<file path="src/rtl/multicycle_control_fsm.sv">
// Main control FSM for the multicycle RV32I-subset core.
// Optional macro ILLEGAL_TRAP_EN: makes ILLEGAL a terminal trap state with a sticky illegal flag.
module multicycle_control_fsm #(
    parameter int RETIRE_W = 32
) (
    input  logic                clk,
    input  logic                reset,
    input  logic [6:0]          op,
    input  logic [2:0]          funct3,
    input  logic                zero,
    input  logic                mem_ready,
    output logic                PCWrite,
    output logic                AdrSrc,
    output logic                MemWrite,
    output logic                MemReq,
    output logic                IRWrite,
    output logic [1:0]          ResultSrc,
    output logic [1:0]          ALUSrcA,
    output logic [1:0]          ALUSrcB,
    output logic [1:0]          ALUOp,
    output logic [1:0]          ImmSrc,
    output logic                RegWrite,
    output logic [RETIRE_W-1:0] retired,
    output logic                illegal
);
    localparam logic [6:0] OP_LW   = 7'b0000011;
    localparam logic [6:0] OP_SW   = 7'b0100011;
    localparam logic [6:0] OP_R    = 7'b0110011;
    localparam logic [6:0] OP_I    = 7'b0010011;
    localparam logic [6:0] OP_BEQ  = 7'b1100011;
    localparam logic [6:0] OP_JAL  = 7'b1101111;

    typedef enum logic [3:0] {
        S_FETCH, S_DECODE, S_MEMADR, S_MEMREAD, S_MEMWRITE, S_MEMWB,
        S_EXECUTER, S_EXECUTEI, S_ALUWB, S_BEQ, S_JAL, S_ILLEGAL
    } state_t;

    state_t r_state, w_next;
    logic [RETIRE_W-1:0] r_retired;
    logic w_pcupdate, w_branch, w_irwrite, w_memwrite, w_memreq, w_regwrite;
    logic w_retire, w_legal;

    always_comb begin
        w_legal = 1'b0;
        case (op)
            OP_LW, OP_SW, OP_R, OP_JAL: w_legal = 1'b1;
            OP_I:   w_legal = (funct3 == 3'b000) || (funct3 == 3'b010) || (funct3[2:1] == 2'b11);
            OP_BEQ: w_legal = (funct3 == 3'b000);
            default: w_legal = 1'b0;
        endcase
    end

    always_comb begin
        case (op)
            OP_SW:   ImmSrc = 2'b01;
            OP_BEQ:  ImmSrc = 2'b10;
            OP_JAL:  ImmSrc = 2'b11;
            default: ImmSrc = 2'b00;
        endcase
    end

    always_ff @(posedge clk or posedge reset) begin
        if (reset) r_state <= S_FETCH;
        else       r_state <= w_next;
    end

    always_comb begin
        w_next     = r_state;
        w_pcupdate = 1'b0;
        w_branch   = 1'b0;
        w_irwrite  = 1'b0;
        w_memwrite = 1'b0;
        w_memreq   = 1'b0;
        w_regwrite = 1'b0;
        w_retire   = 1'b0;
        AdrSrc     = 1'b0;
        ResultSrc  = 2'b00;
        ALUSrcA    = 2'b00;
        ALUSrcB    = 2'b00;
        ALUOp      = 2'b00;
        case (r_state)
            S_FETCH: begin
                w_memreq   = 1'b1;
                ALUSrcB    = 2'b10;
                ResultSrc  = 2'b10;
                w_irwrite  = mem_ready;
                w_pcupdate = mem_ready;
                if (mem_ready) w_next = S_DECODE;
            end
            S_DECODE: begin
                ALUSrcA = 2'b01;
                ALUSrcB = 2'b01;
                if (!w_legal)                          w_next = S_ILLEGAL;
                else if (op == OP_LW || op == OP_SW)   w_next = S_MEMADR;
                else if (op == OP_R)                   w_next = S_EXECUTER;
                else if (op == OP_I)                   w_next = S_EXECUTEI;
                else if (op == OP_BEQ)                 w_next = S_BEQ;
                else                                   w_next = S_JAL;
            end
            S_MEMADR: begin
                ALUSrcA = 2'b10;
                ALUSrcB = 2'b01;
                w_next  = (op == OP_SW) ? S_MEMWRITE : S_MEMREAD;
            end
            S_MEMREAD: begin
                w_memreq = 1'b1;
                AdrSrc   = 1'b1;
                if (mem_ready) w_next = S_MEMWB;
            end
            S_MEMWRITE: begin
                // Strobe stays up for every stalled cycle; memory samples it when ready.
                w_memreq   = 1'b1;
                w_memwrite = 1'b1;
                AdrSrc     = 1'b1;
                if (mem_ready) begin
                    w_next   = S_FETCH;
                    w_retire = 1'b1;
                end
            end
            S_MEMWB: begin
                ResultSrc  = 2'b01;
                w_regwrite = 1'b1;
                w_next     = S_FETCH;
                w_retire   = 1'b1;
            end
            S_EXECUTER: begin
                ALUSrcA = 2'b10;
                ALUOp   = 2'b10;
                w_next  = S_ALUWB;
            end
            S_EXECUTEI: begin
                ALUSrcA = 2'b10;
                ALUSrcB = 2'b01;
                ALUOp   = 2'b10;
                w_next  = S_ALUWB;
            end
            S_ALUWB: begin
                w_regwrite = 1'b1;
                w_next     = S_FETCH;
                w_retire   = 1'b1;
            end
            S_BEQ: begin
                ALUSrcA  = 2'b10;
                ALUOp    = 2'b01;
                w_branch = 1'b1;
                w_next   = S_FETCH;
                w_retire = 1'b1;
            end
            S_JAL: begin
                // PC <- target computed in DECODE; ALU forms the link value OldPC+4.
                ALUSrcA    = 2'b01;
                ALUSrcB    = 2'b10;
                w_pcupdate = 1'b1;
                w_next     = S_ALUWB;
            end
            S_ILLEGAL: begin
`ifdef ILLEGAL_TRAP_EN
                w_next = S_ILLEGAL;
`else
                w_next = S_FETCH;
`endif
            end
            default: w_next = S_FETCH;
        endcase
    end

    // Strobes are forced low while reset is held so nothing is written during abort.
    assign PCWrite  = !reset && (w_pcupdate || (w_branch && zero));
    assign IRWrite  = !reset && w_irwrite;
    assign MemWrite = !reset && w_memwrite;
    assign MemReq   = !reset && w_memreq;
    assign RegWrite = !reset && w_regwrite;

    always_ff @(posedge clk or posedge reset) begin
        if (reset)         r_retired <= '0;
        else if (w_retire) r_retired <= r_retired + RETIRE_W'(1);
    end
    assign retired = r_retired;

`ifdef ILLEGAL_TRAP_EN
    logic r_illegal;
    always_ff @(posedge clk or posedge reset) begin
        if (reset)                                          r_illegal <= 1'b0;
        else if (r_state == S_DECODE && w_next == S_ILLEGAL) r_illegal <= 1'b1;
    end
    assign illegal = r_illegal;
`else
    assign illegal = 1'b0;
`endif

endmodule

</file>
<file path="config.mk">
export PLATFORM = sky130hd
export DESIGN_NAME = multicycle_control_fsm
export DESIGN_NICKNAME = d
export VERILOG_FILES = /design/src/rtl/multicycle_control_fsm.sv
export SDC_FILE = /design/constraint.sdc
export NUM_CORES = 1
export LEC_CHECK = 0
export ABC_AREA = 1
export CORE_MARGIN = 10
export CORE_UTILIZATION = 50
export DETAILED_ROUTE_END_ITERATION = 6
export GPL_ROUTABILITY_DRIVEN = 0
export PLACE_DENSITY = 0.88
export SLEW_MARGIN = 20
export SYNTH_ARGS = -nofsm -noshare
export SYNTH_HDL_FRONTEND = slang
export SYNTH_SLANG_ARGS = --single-unit
</file>
<file path="constraint.sdc">
create_clock -name clk -period 1.76 [get_ports clk]
set_input_delay 0.352 -clock clk [delete_from_list [all_inputs] [get_ports clk]]
set_output_delay 0.352 -clock clk [all_outputs]
set_load 0.01 [all_outputs]
</file>
==> impl_metrics.prom, run 1 <==
# TYPE chip_impl_metric gauge
chip_impl_metric{name="route.vias.total",unit=""} 3193
chip_impl_metric{name="slew_violations",unit=""} 0
chip_impl_info{name="final_common_cell",value="sky130_fd_sc_hd__nand2_1"} 1
chip_impl_metric{name="final_critical_path_required_period",unit="ps"} 1940
chip_impl_metric{name="post-route-cell-area",unit="sq um"} 3770
chip_impl_metric{name="worst_ep_arrival_time",unit="ps"} 1580
chip_impl_metric{name="routed_wl",unit="um"} 9110
chip_impl_metric{name="hpwlAfterDp",unit="um"} 6220
chip_impl_metric{name="first_global_vias",unit=""} 3030
chip_impl_metric{name="die_height",unit="um"} 91.8
chip_impl_info{name="root_buf_cell",value="sky130_fd_sc_hd__clkbuf_8"} 1
chip_impl_metric{name="critical_path_required",unit="ps"} 1410
chip_impl_metric{name="io_pins",unit=""} 63
chip_impl_metric{name="clock_tree.buffer_depth",unit=""} 2
chip_impl_metric{name="areaGrowthSynthToFinish",unit="%"} 46.4
chip_impl_info{name="cts_tree",value="yes"} 1
chip_impl_info{name="combinational_family_with_the_most_area_after_synthesis",value="simple AND/OR/NAND/NOR gates"} 1
chip_impl_metric{name="numClockSinks",unit=""} 36
chip_impl_metric{name="max_stage_delay",unit="ps"} 400
chip_impl_metric{name="post_synth_xor_area_fraction",unit="%"} 6.80
chip_impl_metric{name="core_area",unit="sq um"} 5040
chip_impl_metric{name="clk-insertion-delay-late",unit="ps"} 290
chip_impl_metric{name="htree_levels",unit=""} 2
chip_impl_metric{name="whs_path_depth",unit=""} 1
chip_impl_metric{name="ys_warn_count",unit=""} 0
chip_impl_metric{name="first_iter_violations",unit=""} 444
chip_impl_metric{name="synth_compound_gate_area_share",unit="%"} 2.14
chip_impl_metric{name="place.port_buffers",unit=""} 61
chip_impl_info{name="crit_path_cell_trace",value="inv_2 > nor2_2 > inv_2 > nor3_4 > nand2_1 > a31oi_1 > buf_2"} 1
chip_impl_metric{name="max_cap_violations",unit=""} 0
chip_impl_metric{name="holdWs",unit="ps"} 524
chip_impl_metric{name="grt_use_met1",unit="%"} 21.5
chip_impl_info{name="violations_in_the_final_reports",value="DRC, setup timing"} 1
chip_impl_metric{name="placed_area",unit="sq um"} 3470
chip_impl_metric{name="drive_gt1_share",unit="%"} 23.9
chip_impl_info{name="layout.cells.most_common_list",value="146 x sky130_fd_sc_hd__nand2_1, 43 x sky130_fd_sc_hd__inv_1, 43 x sky130_fd_sc_hd__nor2_1, 39 x sky130_fd_sc_hd__clkdlybuf4s50_1, 39 x sky130_fd_sc_hd__buf_4"} 1
chip_impl_metric{name="reg_clk_slew_reported_paths",unit="ps"} 70
chip_impl_metric{name="antennaDiodeCount",unit=""} 0
chip_impl_metric{name="fmaxAchievable",unit="GHz"} 0.516
chip_impl_metric{name="grt_antenna_before_repair",unit=""} 0
chip_impl_metric{name="placement_rows",unit=""} 26
chip_impl_metric{name="stdcell_count",unit=""} 577
chip_impl_metric{name="via_per_inst",unit=""} 5.53
chip_impl_metric{name="syn-num-nets",unit=""} 414
chip_impl_metric{name="grtUsageMet2",unit="%"} 35.2
chip_impl_metric{name="post_synth_mux_area_share",unit="%"} 0
chip_impl_metric{name="routed_wire_length_per_instance",unit="um"} 15.8
chip_impl_metric{name="synth_fa_ha_area_share",unit="%"} 0.486
chip_impl_metric{name="post-synth-top-area-fraction",unit="%"} 35.0
chip_impl_info{name="grt_setup_unrepaired",value="true"} 1
chip_impl_metric{name="drt_drc_violations_left",unit=""} 6
chip_impl_metric{name="groute.usage.overall",unit="%"} 19.6
chip_impl_info{name="timing.critical_path.mode_cell",value="sky130_fd_sc_hd__inv_2"} 1
chip_impl_metric{name="die_w",unit="um"} 91.8
chip_impl_metric{name="report.final.setup_viol",unit=""} 8
chip_impl_info{name="global_route.peak_usage_layer",value="met2"} 1
chip_impl_info{name="synth_area_leaders",value="sky130_fd_sc_hd__dfrtp_1 35%, sky130_fd_sc_hd__nand2_1 22%, sky130_fd_sc_hd__inv_1 7.9%, sky130_fd_sc_hd__nor2_1 7.9%, sky130_fd_sc_hd__nand3_1 4.9%"} 1
chip_impl_metric{name="total_leakage_power",unit="uW"} 0.00183
chip_impl_info{name="status",value="complete, but fails checks"} 1
chip_impl_metric{name="global_route.overflow_total",unit=""} 0
chip_impl_metric{name="post_synth_num_cell_types",unit=""} 30
chip_impl_info{name="min_from",value="retired[15]$_DFFE_PP0P_"} 1
chip_impl_metric{name="vdd.ir_drop.worst",unit="V"} 0.00108
chip_impl_metric{name="synth-seq-cells",unit=""} 36
chip_impl_metric{name="cts-buffers-inserted",unit=""} 5
chip_impl_metric{name="num-fill-cells",unit=""} 349
chip_impl_info{name="worstHoldEndpoint",value="retired[15]$_DFFE_PP0P_"} 1
chip_impl_info{name="worst_r2r_endpoint",value="retired[19]$_DFFE_PP0P_"} 1
chip_impl_metric{name="r2r.worst_path.cells",unit=""} 9
chip_impl_metric{name="wire_length_of_the_first_global_routing_pass",unit="um"} 13900
chip_impl_metric{name="timing.reg2reg.setup_slack",unit="ps"} 80
chip_impl_metric{name="global_route.usage.met3",unit="%"} 4.56
chip_impl_metric{name="area_share_of_and_or_nand_nor_cells_after_synthesis",unit="%"} 45.3
chip_impl_info{name="crit-reg2reg-launch",value="retired[5]$_DFFE_PP0P_"} 1
chip_impl_metric{name="dpl.cell_count",unit=""} 554
chip_impl_metric{name="postCtsHoldBufs",unit=""} 0
chip_impl_info{name="synth_largest_area_cell",value="sky130_fd_sc_hd__dfrtp_1"} 1
chip_impl_metric{name="start_util",unit="%"} 51.1
chip_impl_metric{name="finish.net_count",unit=""} 522
chip_impl_metric{name="powerDensity",unit="nW/um^2"} 1170
chip_impl_metric{name="min_period_over_period",unit="%"} 110
chip_impl_metric{name="syn_inst",unit=""} 399
chip_impl_info{name="critical_path_class",value="flip-flop to output pin"} 1
chip_impl_metric{name="ant_nets",unit=""} 0
chip_impl_metric{name="synthesis.area_per_instance",unit="sq um"} 6.45
chip_impl_info{name="slowest_stage",value="sky130_fd_sc_hd__dfrtp_1"} 1
chip_impl_info{name="min-delay-path-class",value="flip-flop to flip-flop"} 1
chip_impl_metric{name="synth.yosys.seq_area_share",unit="%"} 35.0
chip_impl_metric{name="dp_slack",unit="ps"} -439
chip_impl_metric{name="floorplan.die_area",unit="sq um"} 8420
chip_impl_info{name="worstSetupEndpointType",value="output pin"} 1
chip_impl_metric{name="detail_route.first_pass.iterations",unit=""} 7
chip_impl_metric{name="grt_start_max_net_pins",unit=""} 37
chip_impl_info{name="timing.critical_path.from_type",value="flip-flop"} 1
chip_impl_metric{name="crit_fanout",unit=""} 2
chip_impl_metric{name="timing_hold_violations_final",unit=""} 0
chip_impl_metric{name="total_power",unit="uW"} 4400
chip_impl_metric{name="skew",unit="ps"} 3.91
chip_impl_metric{name="synthesis.area",unit="sq um"} 2570
chip_impl_metric{name="setup_ws",unit="ps"} -176
[worst max-delay path, delay by kind of cell (launching register included)]
kind | cells | cell delay [ps]
flip-flops | 1 | 400
buffers and inverters | 3 | 340
AND/OR/NAND/NOR | 3 | 410
AO/OA/AOI/OAI | 1 | 160
[where the power goes]
part           total [uW]  internal, uW  switching [uW]
clock                 555           269             286
combinational        2680          1160            1520
sequential           1160           967             191
[flip-flops by register name, summed over array words and instances (netlist names)]
| signal | flops |
|---|---|
| r_state | 4 |
| retired | 32 |
[cell type report]
cell class | instances | area (sq um) | area share [%]
repair buffers | 105 | 908 | 24.1
multi-input cells | 297 | 1560 | 41.3
inverters | 62 | 238 | 6.31
clock buffers | 6 | 72.6 | 1.93
flip-flops and latches | 36 | 902 | 23.9
clock inverters | 1 | 5.00 | 0.133
well taps | 70 | 87.6 | 2.32
[stage by stage]
stage / utilization [%] / setup TNS, ps
after floorplan: - / 0
after global placement: 68.8 / -2250
after global routing: 74.7 / -1270
final: 74.7 / -678
after CTS: 72.2 / -214
after detailed placement: 68.8 / -3040
[Yosys cell counts (all sizes together)]
master  instances
a31oi           1
nor3b           1
nand3b          2
conb            1
nand3          27
o21ai           7
clkinv          1
nor2           58
dfrtp          36
or2             1
ha              1
xnor2           8
nor3           17
a21oi           1
nand2         152
o311ai          1
inv            61
xor2           12
buf             4
nand4           7
[what timing repair did]
action / CTS / global route
buffers inserted: 12 / 7
setup endpoints to repair: 16 / 35
gates resized for setup: 85 / 37
pin swaps: 5 / 8
[routing by layer]
layer,routed length (um),up-vias
met5,0,-
met4,449,0
met3,816,57
met2,4460,200
met1,3380,1500
li1,-,1436
[worst max-delay path by stage]
stage / slack, ps / to / from / cells past startpoint
2_1_floorplan: 60 / MemReq / reset / 3
3_3_place_gp: -360 / ImmSrc[0] / op[1] / 8
3_5_place_dp: -440 / ImmSrc[0] / op[0] / 8
4_1_cts: -70 / MemReq / r_state[2]$_DFFE_PP0P_ / 8
5_1_grt: -240 / PCWrite / r_state[3]$_DFFE_PP0P_ / 7
6_report: -180 / PCWrite / r_state[3]$_DFFE_PP0P_ / 7
[kinds of logic after synthesis]
kind of cell / after synthesis
buffers and inverters: 66
adders and majority gates: 1
DFF: 36
and+or+nand+nor: 265
other: 1
AOI/OAI and AO/OA: 10
xor gates and xnor gates: 20
Power figures use the tool's default switching activity.
==> run 2, diff against run 1 <==
CORE_UTILIZATION = 51   (was 50)
CTS_BUF_LIST = sky130_fd_sc_hd__clkbuf_4 sky130_fd_sc_hd__clkbuf_8   (was not set)
PLACE_DENSITY = 0.89   (was 0.88)
==> impl_metrics.prom, run 2 (synthesized netlist as in run 1, its figures left out) <==
# TYPE chip_impl_metric gauge
chip_impl_info{name="status",value="complete, but fails checks"} 1
chip_impl_info{name="min-delay-path-class",value="flip-flop to flip-flop"} 1
chip_impl_metric{name="groute.usage.overall",unit="%"} 19.8
chip_impl_info{name="crit-reg2reg-launch",value="retired[11]$_DFFE_PP0P_"} 1
chip_impl_metric{name="critical_path_required",unit="ps"} 1410
chip_impl_metric{name="hpwlAfterDp",unit="um"} 6230
chip_impl_metric{name="first_iter_violations",unit=""} 509
chip_impl_metric{name="final_total_negative_setup_slack",unit="ps"} -558
chip_impl_metric{name="max_reg_flops",unit=""} 32
chip_impl_metric{name="wire_length_of_the_first_global_routing_pass",unit="um"} 14100
chip_impl_info{name="final_common_cell",value="sky130_fd_sc_hd__nand2_1"} 1
chip_impl_metric{name="post-route-cell-area",unit="sq um"} 3760
chip_impl_metric{name="area.sequential",unit="sq um"} 901
chip_impl_info{name="worst_r2r_endpoint",value="retired[24]$_DFFE_PP0P_"} 1
chip_impl_metric{name="clock_tree.buffer_depth",unit=""} 2
chip_impl_metric{name="seq_power_share",unit="%"} 26.2
chip_impl_metric{name="antennaDiodeCount",unit=""} 0
chip_impl_metric{name="grt_antenna_before_repair",unit=""} 0
chip_impl_metric{name="route.vias.total",unit=""} 3170
chip_impl_metric{name="first_global_vias",unit=""} 3050
chip_impl_metric{name="min_period_over_period",unit="%"} 109
chip_impl_metric{name="drive_gt1_share",unit="%"} 22.8
chip_impl_info{name="cts_tree",value="yes"} 1
chip_impl_info{name="violations_in_the_final_reports",value="setup timing"} 1
chip_impl_metric{name="timing_hold_violations_final",unit=""} 0
chip_impl_metric{name="floorplan.die_area",unit="sq um"} 8290
chip_impl_metric{name="fmaxAchievable",unit="GHz"} 0.521
chip_impl_metric{name="total_leakage_power",unit="uW"} 0.00185
chip_impl_metric{name="cp_num_buf_inv",unit=""} 2
chip_impl_metric{name="reg_clk_slew_reported_paths",unit="ps"} 70
chip_impl_metric{name="via_per_inst",unit=""} 5.50
chip_impl_info{name="cp-startpoint",value="r_state[2]$_DFFE_PP0P_"} 1
chip_impl_info{name="slowest_stage",value="sky130_fd_sc_hd__dfrtp_1"} 1
chip_impl_metric{name="numClockSinks",unit=""} 36
chip_impl_metric{name="worst_ep_arrival_time",unit="ps"} 1570
chip_impl_metric{name="htree_levels",unit=""} 2
chip_impl_metric{name="r2r.worst_path.cells",unit=""} 9
chip_impl_info{name="critical_path_class",value="flip-flop to output pin"} 1
chip_impl_metric{name="drt_drc_violations_left",unit=""} 0
chip_impl_metric{name="num-fill-cells",unit=""} 350
chip_impl_metric{name="routed_wl",unit="um"} 9380
chip_impl_metric{name="areaGrowthSynthToFinish",unit="%"} 46.2
chip_impl_metric{name="skew",unit="ps"} 4.48
chip_impl_metric{name="grt_start_max_net_pins",unit=""} 37
chip_impl_metric{name="postCtsHoldBufs",unit=""} 0
chip_impl_metric{name="routed_wire_length_per_instance",unit="um"} 16.3
chip_impl_metric{name="placement_rows",unit=""} 25
chip_impl_metric{name="switching_share",unit="%"} 45.0
chip_impl_metric{name="slew_violations",unit=""} 0
chip_impl_metric{name="max_stage_delay",unit="ps"} 430
chip_impl_metric{name="vdd.ir_drop.worst",unit="V"} 0.000955
chip_impl_metric{name="combPwrFrac",unit="%"} 59.3
chip_impl_metric{name="placed_area",unit="sq um"} 3450
chip_impl_info{name="worstSetupEndpointType",value="output pin"} 1
chip_impl_info{name="layout.cells.most_common_list",value="144 x sky130_fd_sc_hd__nand2_1, 47 x sky130_fd_sc_hd__inv_1, 45 x sky130_fd_sc_hd__nor2_1, 39 x sky130_fd_sc_hd__buf_4, 38 x sky130_fd_sc_hd__clkdlybuf4s50_1"} 1
chip_impl_metric{name="report.final.setup_viol",unit=""} 9
chip_impl_metric{name="power.clock.fraction",unit="%"} 14.5
chip_impl_metric{name="final_critical_path_required_period",unit="ps"} 1920
chip_impl_metric{name="setup_ws",unit="ps"} -158
chip_impl_metric{name="die_height",unit="um"} 91.1
chip_impl_info{name="crit_path_end",value="PCWrite"} 1
chip_impl_metric{name="clk-insertion-delay-late",unit="ps"} 290
chip_impl_metric{name="multi_input_comb_area",unit="sq um"} 1540
chip_impl_metric{name="ant_nets",unit=""} 0
chip_impl_metric{name="power.net_switching",unit="uW"} 1990
chip_impl_metric{name="crit_fanout",unit=""} 3
chip_impl_info{name="root_buf_cell",value="sky130_fd_sc_hd__clkbuf_8"} 1
chip_impl_metric{name="timing.reg2reg.setup_slack",unit="ps"} 20
chip_impl_metric{name="p_int",unit="uW"} 2430
chip_impl_metric{name="powerDensity",unit="nW/um^2"} 1170
chip_impl_metric{name="path_depth",unit=""} 6
chip_impl_metric{name="start_util",unit="%"} 53.5
chip_impl_metric{name="finish.net_count",unit=""} 523
chip_impl_metric{name="core_area",unit="sq um"} 4820
chip_impl_metric{name="global_route.overflow_total",unit=""} 0
chip_impl_info{name="crit_path_cell_trace",value="nor2_2 > inv_2 > nor3_4 > nand2_1 > a31oi_1 > buf_2"} 1
chip_impl_info{name="timing.critical_path.from_type",value="flip-flop"} 1
chip_impl_metric{name="detail_route.first_pass.iterations",unit=""} 7
chip_impl_metric{name="cts-buffers-inserted",unit=""} 5
chip_impl_metric{name="io_pins",unit=""} 63
chip_impl_metric{name="max_cap_violations",unit=""} 0
chip_impl_info{name="grt_setup_unrepaired",value="true"} 1
chip_impl_metric{name="place.port_buffers",unit=""} 61
chip_impl_info{name="cpLargestDelayFamily",value="flip-flops"} 1
chip_impl_metric{name="die_w",unit="um"} 91.1
-- run 2: layout make-up --
cell class,count,area share (%)
clock buffers,8,2.59
inverters,62,6.32
well taps,67,2.23
repair buffers,105,23.9
multi-input cells,298,41.0
flip-flops and latches,36,23.9
-- run 2: how the worst min path moves through the flow --
stage / to / slack [ps] / cells past startpoint / startpoint
global placement: retired[14]$_DFFE_PP0P_ / 510 / 1 / retired[14]$_DFFE_PP0P_
global route: retired[30]$_DFFE_PP0P_ / 580 / 2 / retired[30]$_DFFE_PP0P_
finish: retired[15]$_DFFE_PP0P_ / 530 / 1 / retired[15]$_DFFE_PP0P_
CTS: retired[15]$_DFFE_PP0P_ / 530 / 1 / retired[15]$_DFFE_PP0P_
floorplan: r_state[0]$_DFFE_PP0P_ / 530 / 1 / reset
detailed placement: retired[15]$_DFFE_PP0P_ / 520 / 1 / retired[15]$_DFFE_PP0P_
-- run 2: worst reg2reg max path, stage by stage, from the launching register on --
cell                      delay, ps
sky130_fd_sc_hd__dfrtp_1        460
sky130_fd_sc_hd__nand2_1        150
sky130_fd_sc_hd__nor3_1         410
sky130_fd_sc_hd__nand2_1        110
sky130_fd_sc_hd__nor2_1         170
sky130_fd_sc_hd__nand2_1         90
sky130_fd_sc_hd__nand2_1         80
sky130_fd_sc_hd__nand2_1         60
sky130_fd_sc_hd__nand2_1         50
sky130_fd_sc_hd__o21ai_1         60
-- run 2: layer usage --
layer,wire (um),share of wire (%),global-route usage (%),up-vias
met3,925,9.9,4.94,53
li1,-,-,-,1447
met1,3480,37,22.9,1451
met2,4480,48,35.1,219
met5,0,0,0,-
met4,494,5.3,6.27,0
-- run 2: timing repair --
action | in CTS | in global routing
setup buffers | 7 | 12
pin swaps | 7 | 13
endpoints found under the setup margin | 16 | 37
gates cloned | 0 | 1
gates resized for setup | 68 | 44
-- run 2: per-stage QoR --
stage               power, uW  utilization, %  hold WS (ps)  setup WS, ps  instances
floorplan                2190               -           527          59.6        399
global placement         3160            71.6           507          -356        551
detailed placement       3230            71.6           519          -445        551
CTS                      3950            75.2           528          -195        566
global route             4630            78.1           576          -216        576
finish                   4420            78.1           533          -158        576
-- run 2: power by group through the flow --
| stage | Combinational [uW] | Clock [uW] | Sequential, uW |
|---|---|---|---|
| 6_report | 2620 | 640 | 1160 |
| 5_1_grt | 2770 | 683 | 1180 |
| 2_1_floorplan | 1040 | 0 | 1150 |
| 4_1_cts | 2180 | 637 | 1130 |
| 3_5_place_dp | 2090 | 0 | 1140 |
| 3_3_place_gp | 2030 | 0 | 1130 |
